===== src/rtl/tcp_rx_app_ptr_responder_pkg.sv =====
// tcp_rx_app_ptr_responder_pkg: shared TCP NoC header flit, widths and app-pointer message codes.
package tcp_rx_app_ptr_responder_pkg;
   localparam int MAX_FLOWID_W      = 8;
   localparam int MAX_PAYLOAD_PTR_W = 31;
   localparam int MSG_LEN_W         = 8;
   localparam int NOC_DATA_WIDTH    = 256;

   localparam logic [3:0] TCP_RX_APP_PTR_IF_FBITS = 4'd5;
   localparam logic [3:0] TCP_APP_PTR_RESP_FBITS  = TCP_RX_APP_PTR_IF_FBITS;

   localparam logic [7:0] TCP_APP_PTR_REQ    = 8'h40;
   localparam logic [7:0] TCP_APP_PTR_COMMIT = 8'h41;
   localparam logic [7:0] TCP_APP_PTR_ACK    = 8'h42;
   localparam logic [7:0] TCP_APP_PTR_NACK   = 8'h43;

   typedef struct packed {
      logic [7:0]                   dst_x;
      logic [7:0]                   dst_y;
      logic [3:0]                   dst_fbits;
      logic [MSG_LEN_W-1:0]         msg_len;
      logic [7:0]                   src_x;
      logic [7:0]                   src_y;
      logic [3:0]                   src_fbits;
      logic [7:0]                   msg_type;
      logic [MAX_FLOWID_W-1:0]      flowid;
      logic [MAX_PAYLOAD_PTR_W:0]   head_ptr;
      logic [MAX_PAYLOAD_PTR_W:0]   tail_ptr;
      logic [MAX_PAYLOAD_PTR_W:0]   length;
      logic [95:0]                  padding;
   } tcp_noc_hdr_flit;

   typedef enum logic [2:0] {IDLE, RD, CHECK, WR, TX, DRAIN} app_ptr_state_e;
endpackage


===== src/rtl/tcp_rx_app_ptr_responder_arith.sv =====
// tcp_ptr_arith: masked RX pointer distances and commit bounds check.
// Bounds check is active only when TCP_APP_PTR_COMMIT_CHECK_EN is defined.
module tcp_ptr_arith
   import tcp_rx_app_ptr_responder_pkg::*;
#(
   parameter int BUF_PTR_W = 16
) (
   input  logic [MAX_PAYLOAD_PTR_W:0] old_head,
   input  logic [MAX_PAYLOAD_PTR_W:0] tail,
   input  logic [MAX_PAYLOAD_PTR_W:0] new_head,
   output logic [MAX_PAYLOAD_PTR_W:0] old_masked,
   output logic [MAX_PAYLOAD_PTR_W:0] tail_masked,
   output logic [MAX_PAYLOAD_PTR_W:0] new_masked,
   output logic [MAX_PAYLOAD_PTR_W:0] req_len,
   output logic [MAX_PAYLOAD_PTR_W:0] ack_len,
   output logic                       commit_ok
);
   localparam int PW = MAX_PAYLOAD_PTR_W + 1;
   localparam logic [PW-1:0] MASK = PW'((64'd1 << (BUF_PTR_W + 1)) - 64'd1);

   assign old_masked  = old_head & MASK;
   assign tail_masked = tail & MASK;
   assign new_masked  = new_head & MASK;
   assign req_len     = (tail - old_head) & MASK;
   // avail - adv reduces to tail - new modulo the buffer pointer space
   assign ack_len     = (tail - new_head) & MASK;
`ifdef TCP_APP_PTR_COMMIT_CHECK_EN
   logic [PW-1:0] adv;
   assign adv       = (new_head - old_head) & MASK;
   assign commit_ok = adv <= req_len;
`else
   assign commit_ok = 1'b1;
`endif
endmodule


===== src/rtl/tcp_rx_app_ptr_responder.sv =====
// tcp_rx_app_ptr_responder: NoC endpoint serving RX app head/tail reads and head commits.
// Commit bounds check selected by TCP_APP_PTR_COMMIT_CHECK_EN.
module tcp_rx_app_ptr_responder
   import tcp_rx_app_ptr_responder_pkg::*;
#(
   parameter int SRC_X     = 0,
   parameter int SRC_Y     = 0,
   parameter int BUF_PTR_W = 16
) (
   input  logic                         clk,
   input  logic                         rst,
   input  logic                         noc_rx_val,
   input  logic [NOC_DATA_WIDTH-1:0]    noc_rx_data,
   output logic                         noc_rx_rdy,
   output logic                         noc_tx_val,
   output logic [NOC_DATA_WIDTH-1:0]    noc_tx_data,
   input  logic                         noc_tx_rdy,
   output logic                         ptr_rd_en,
   output logic [MAX_FLOWID_W-1:0]      ptr_rd_flowid,
   input  logic [MAX_PAYLOAD_PTR_W:0]   ptr_rd_head,
   input  logic [MAX_PAYLOAD_PTR_W:0]   ptr_rd_tail,
   output logic                         ptr_wr_val,
   output logic [MAX_FLOWID_W-1:0]      ptr_wr_flowid,
   output logic [MAX_PAYLOAD_PTR_W:0]   ptr_wr_head,
   input  logic                         ptr_wr_rdy
);
   app_ptr_state_e state_q, state_d;
   tcp_noc_hdr_flit rx_hdr, hdr_q, resp_q, resp_d;
   logic [MSG_LEN_W-1:0] cnt_q;
   logic [MAX_PAYLOAD_PTR_W:0] wr_head_q, head_m, tail_m, new_m, req_len, ack_len;
   logic commit_ok, is_req, is_commit, do_wr, unused_hdr;

   assign rx_hdr    = tcp_noc_hdr_flit'(noc_rx_data);
   assign is_req    = hdr_q.msg_type == TCP_APP_PTR_REQ;
   assign is_commit = hdr_q.msg_type == TCP_APP_PTR_COMMIT;
   assign do_wr     = is_commit && commit_ok;
   assign unused_hdr = ^{hdr_q.dst_x, hdr_q.dst_y, hdr_q.dst_fbits, hdr_q.msg_len,
                         hdr_q.tail_ptr, hdr_q.length, hdr_q.padding};

   tcp_ptr_arith #(.BUF_PTR_W(BUF_PTR_W)) u_arith (
      .old_head(ptr_rd_head), .tail(ptr_rd_tail), .new_head(hdr_q.head_ptr),
      .old_masked(head_m), .tail_masked(tail_m), .new_masked(new_m),
      .req_len(req_len), .ack_len(ack_len), .commit_ok(commit_ok)
   );

   always_comb begin
      state_d = state_q;
      case (state_q)
         IDLE:    if (noc_rx_val) state_d = rx_hdr.msg_len != '0 ? DRAIN : RD;
         DRAIN:   if (noc_rx_val && cnt_q == MSG_LEN_W'(1)) state_d = RD;
         RD:      state_d = CHECK;
         CHECK:   state_d = do_wr ? WR : TX;
         WR:      if (ptr_wr_rdy) state_d = TX;
         TX:      if (noc_tx_rdy) state_d = IDLE;
         default: state_d = IDLE;
      endcase
   end

   always_comb begin
      resp_d           = '0;
      resp_d.dst_x     = hdr_q.src_x;
      resp_d.dst_y     = hdr_q.src_y;
      resp_d.dst_fbits = hdr_q.src_fbits;
      resp_d.src_x     = 8'(SRC_X);
      resp_d.src_y     = 8'(SRC_Y);
      resp_d.src_fbits = TCP_APP_PTR_RESP_FBITS;
      resp_d.flowid    = hdr_q.flowid;
      resp_d.msg_type  = is_req || do_wr ? TCP_APP_PTR_ACK : TCP_APP_PTR_NACK;
      resp_d.head_ptr  = do_wr ? new_m : head_m;
      resp_d.tail_ptr  = tail_m;
      resp_d.length    = is_req ? req_len : do_wr ? ack_len : '0;
   end

   always_ff @(posedge clk) begin
      if (rst) begin
         state_q   <= IDLE;
         hdr_q     <= '0;
         resp_q    <= '0;
         cnt_q     <= '0;
         wr_head_q <= '0;
      end else begin
         state_q <= state_d;
         if (state_q == IDLE && noc_rx_val) begin
            hdr_q <= rx_hdr;
            cnt_q <= rx_hdr.msg_len;
         end
         if (state_q == DRAIN && noc_rx_val) cnt_q <= cnt_q - MSG_LEN_W'(1);
         // response and write data are frozen here so WR/TX hold them stable
         if (state_q == CHECK) begin
            resp_q    <= resp_d;
            wr_head_q <= new_m;
         end
      end
   end

   assign noc_rx_rdy    = !rst && (state_q == IDLE || state_q == DRAIN);
   assign noc_tx_val    = state_q == TX;
   assign noc_tx_data   = resp_q;
   assign ptr_rd_en     = state_q == RD;
   assign ptr_rd_flowid = hdr_q.flowid;
   assign ptr_wr_val    = state_q == WR;
   assign ptr_wr_flowid = hdr_q.flowid;
   assign ptr_wr_head   = wr_head_q;
endmodule

===== config.mk =====
export PLATFORM = sky130hd
export DESIGN_NAME = tcp_rx_app_ptr_responder
export DESIGN_NICKNAME = d
export VERILOG_FILES = /design/src/rtl/tcp_rx_app_ptr_responder_pkg.sv /design/src/rtl/tcp_rx_app_ptr_responder_arith.sv /design/src/rtl/tcp_rx_app_ptr_responder.sv
export SDC_FILE = /design/constraint.sdc
export NUM_CORES = 1
export LEC_CHECK = 0
export CORE_AREA = 4 4 244 246
export CTS_BUF_LIST = sky130_fd_sc_hd__clkbuf_4 sky130_fd_sc_hd__clkbuf_8 sky130_fd_sc_hd__clkbuf_16
export DETAILED_ROUTE_END_ITERATION = 6
export DIE_AREA = 0 0 248 250
export DONT_BUFFER_PORTS = 1
export RECOVER_POWER = 100
export SLEW_MARGIN = 20
export SYNTH_ARGS = -nofsm -noshare
export SYNTH_HDL_FRONTEND = slang
export SYNTH_SLANG_ARGS = --single-unit

===== constraint.sdc =====
create_clock -name clk -period 2.4 [get_ports clk]
set_input_delay 0.24 -clock clk [delete_from_list [all_inputs] [get_ports clk]]
set_output_delay 0.24 -clock clk [all_outputs]
set_load 0.01 [all_outputs]

==> flow_summary.ini <==
[floorplan]
ioPinCount = 633
start_util_pct = 16.4
die_w_um = 248
chipHeight_um = 250
core_area_mm2 = 0.0574
die-area_mm2 = 0.0620
rows = 88

[sta]
rsz0062_at_grt = yes
period_share_pct = 97.6
worst_slew_pin_slew_ps = 664
fin_hold_ws_ps = 26.1
clock_skew_ps = 17.8
fmaxAchievable_mhz = 427
slew_headroom_pct = 55.7
drv_slew = 0
hold_viol_final = 0
period_minus_slack_ps = 2340
setup_viol = 0

[logic_synthesis]
ys_warn_count = 0
synth_most_common_cell = nand2_1
ys_seq_area_share_pct = 34.4
ys.flop_type = dfxtp_1
syn_avg_cell_area_um2 = 7.62
synth_top_area_share_pct = 34.4
netlist_area_mm2 = 0.00943
async_flop_share_pct = 0
synthTopCellsByArea = dfxtp_1, buf_4, nand2_1
yosys-top-cells-count = nand2_1, buf_4, dfxtp_1
ys_ff_latch = 162
synth_area_leader_cell = dfxtp_1
yosysUniqueCellTypes = 65
netlist_instances = 1237
synth-edff-count = 0

[clock_network]
cts-root-buf = clkbuf_16
numCtsBuffers = 17
clkLatencyLatePin_ps = 480
cts.clk_slew.worst_paths_ps = 80
cts_buffer_depth = 2
cts_max_level = 4
cts_tree = built
clock_sinks = 162

[setup_path]
worst_path_most_repeated_cell = buf_4
cp-start-kind = register
cpMaxStageDelayCell = dfxtp_2
crit_path_end_kind = register
cpLargestDelayFamily = compound AO/OA/AOI/OAI gates
required_ps = 2760
worstRegToRegCells = 11
path_class = reg -> reg
crit_fanout = 2
crit_chain = ha_4 > fa_2 > nor2b_2 > o211a_1 > o21ai_1 > buf_4 > and3_4 > xnor2_2 > a221oi_2 > buf_4 > nor3_1
path_buf_inv = 2
path_depth = 11
arrival_ps = 2700
cp_slowest_stage_delay_ps = 340

[power]
ir_drop_mv = 0.555
p_leak_uw = 0.00518
cellPowerDensity_mw_per_mm2 = 803

[run_status]
status = finished clean

[routing]
wl_per_cell_um = 16.9
met1_length_um = 15700
postRouteAntennaNets = 0
drtPass1Iterations = 4
routed_wl_um = 37200
remaining_drc_errors = 0
drtIter0Drc = 371
route.met3.wl_um = 4100
highest_layer = met5
wl_met2_um = 16700
via_per_inst = 3.87
dr_total_vias = 8538

[global_route]
grt_pass1_wl_um = 51300
grt_pass1_vias = 8179
grt_max_degree = 165
grt-ovfl-total = 0
antenna_found_initial = 10
track_usage_pct = 11.2

[placement]
place_inst = 1985
portBuffers = 0
hpwl_um = 25800
gp_congestion = 0.825

[final_layout]
nets = 1785
drive_gt1_share_pct = 9.88
area_growth_pct = 31.7
fillers = 6368
layoutNonFillerInstCount = 2208

[flow_run]
drv_cap = 0

[hold_path]
holdPathStages = 2
hp-class = in -> reg
-- layout by cell type (no fill, tap or decap), types with 9 or more instances in the layout --
master         count
nand2_1          298
buf_4             59
inv_1             37
o21ai_0           18
dlygate4sd3_1    180
nand2b_1           9
nor3_1            18
conb_1           187
xor2_1            11
a21oi_1          152
a211oi_1          12
a311oi_1          18
nor2_1            60
clkbuf_16         17
xnor2_1           17
ha_1              30
dfxtp_1          158
-- routing by layer --
metal	GRT usage, %	up-vias
met1	13.5	4025
met4	4.24	6
met5	0	-
met3	5.54	38
met2	17.2	347
li1	-	4122
-- layout make-up --
| cell class | instances | area, um2 | area share [%] |
|---|---|---|---|
| Antenna cell | 6 | 15.0 | 0.121 |
| Clock buffer | 23 | 495 | 3.99 |
| Clock inverter | 9 | 92.6 | 0.745 |
| Inverter | 39 | 146 | 1.18 |
| Multi-Input combinational cell | 953 | 5050 | 40.7 |
| Sequential cell | 162 | 3250 | 26.2 |
| Tap cell | 765 | 957 | 7.71 |
| Timing Repair Buffer | 251 | 2410 | 19.4 |
-- power breakdown --
| group | switching [uW] | internal, uW | total [uW] |
|---|---|---|---|
| sequential | 428 | 3070 | 3500 |
| clock | 1260 | 1570 | 2830 |
| combinational | 2040 | 1600 | 3640 |
-- registers in the layout (all words and copies together) (netlist names) --
signal,count
ptr_rd_flowid,8
hdr_q,45
state_q,3
cnt_q,8
noc_tx_data,81
ptr_wr_head,17
-- path summary, 6_finish.rpt --
check | startpoint | end | slack [ps]
max reg2reg | hdr_q[160] | noc_tx_data[108] | 60
max | hdr_q[160] | noc_tx_data[108] | 60
min | noc_rx_data[165] | hdr_q[165] | 30
min reg2reg | noc_tx_data[108] | noc_tx_data[108] | 540
-- logic make-up (layout without fill, tap and decap cells) --
family	count (synthesis)	count (layout)	synth area share, %
simple gates	440	440	19.8
buf+inv	308	322	20.9
compound gates	259	259	17.0
flops	162	162	34.4
fa+ha+maj	36	36	4.94
xor+xnor	29	29	2.69
mux	2	2	0.212
other cells	1	193	0.0398
-- through the flow --
stage | util, % | total power (uW) | setup WS [ps] | setup TNS [ps] | cell area, um2
2_1_floorplan | - | 5780 | 185 | 0 | 10100
3_3_place_gp | 17.1 | 6580 | -210 | -413 | 9820
3_5_place_dp | 17.1 | 6600 | -247 | -480 | 9820
4_1_cts | 21.3 | 10000 | -18.9 | -31.8 | 12200
5_1_grt | 21.6 | 10700 | -69.1 | -712 | 12400
6_report | 21.7 | 9970 | 57.6 | 0 | 12400
-- what timing repair did --
item                                    4_1_cts  5_1_grt
pin swaps                                     4       10
cloned                                        0        1
hold buffers                                178        3
hold endpoints to repair                    161       16
endpoints found under the setup margin        6       21
resized for setup                            11       28
setup buffers                                 0        3
Note: power is estimated with default switching activity, not from simulation.
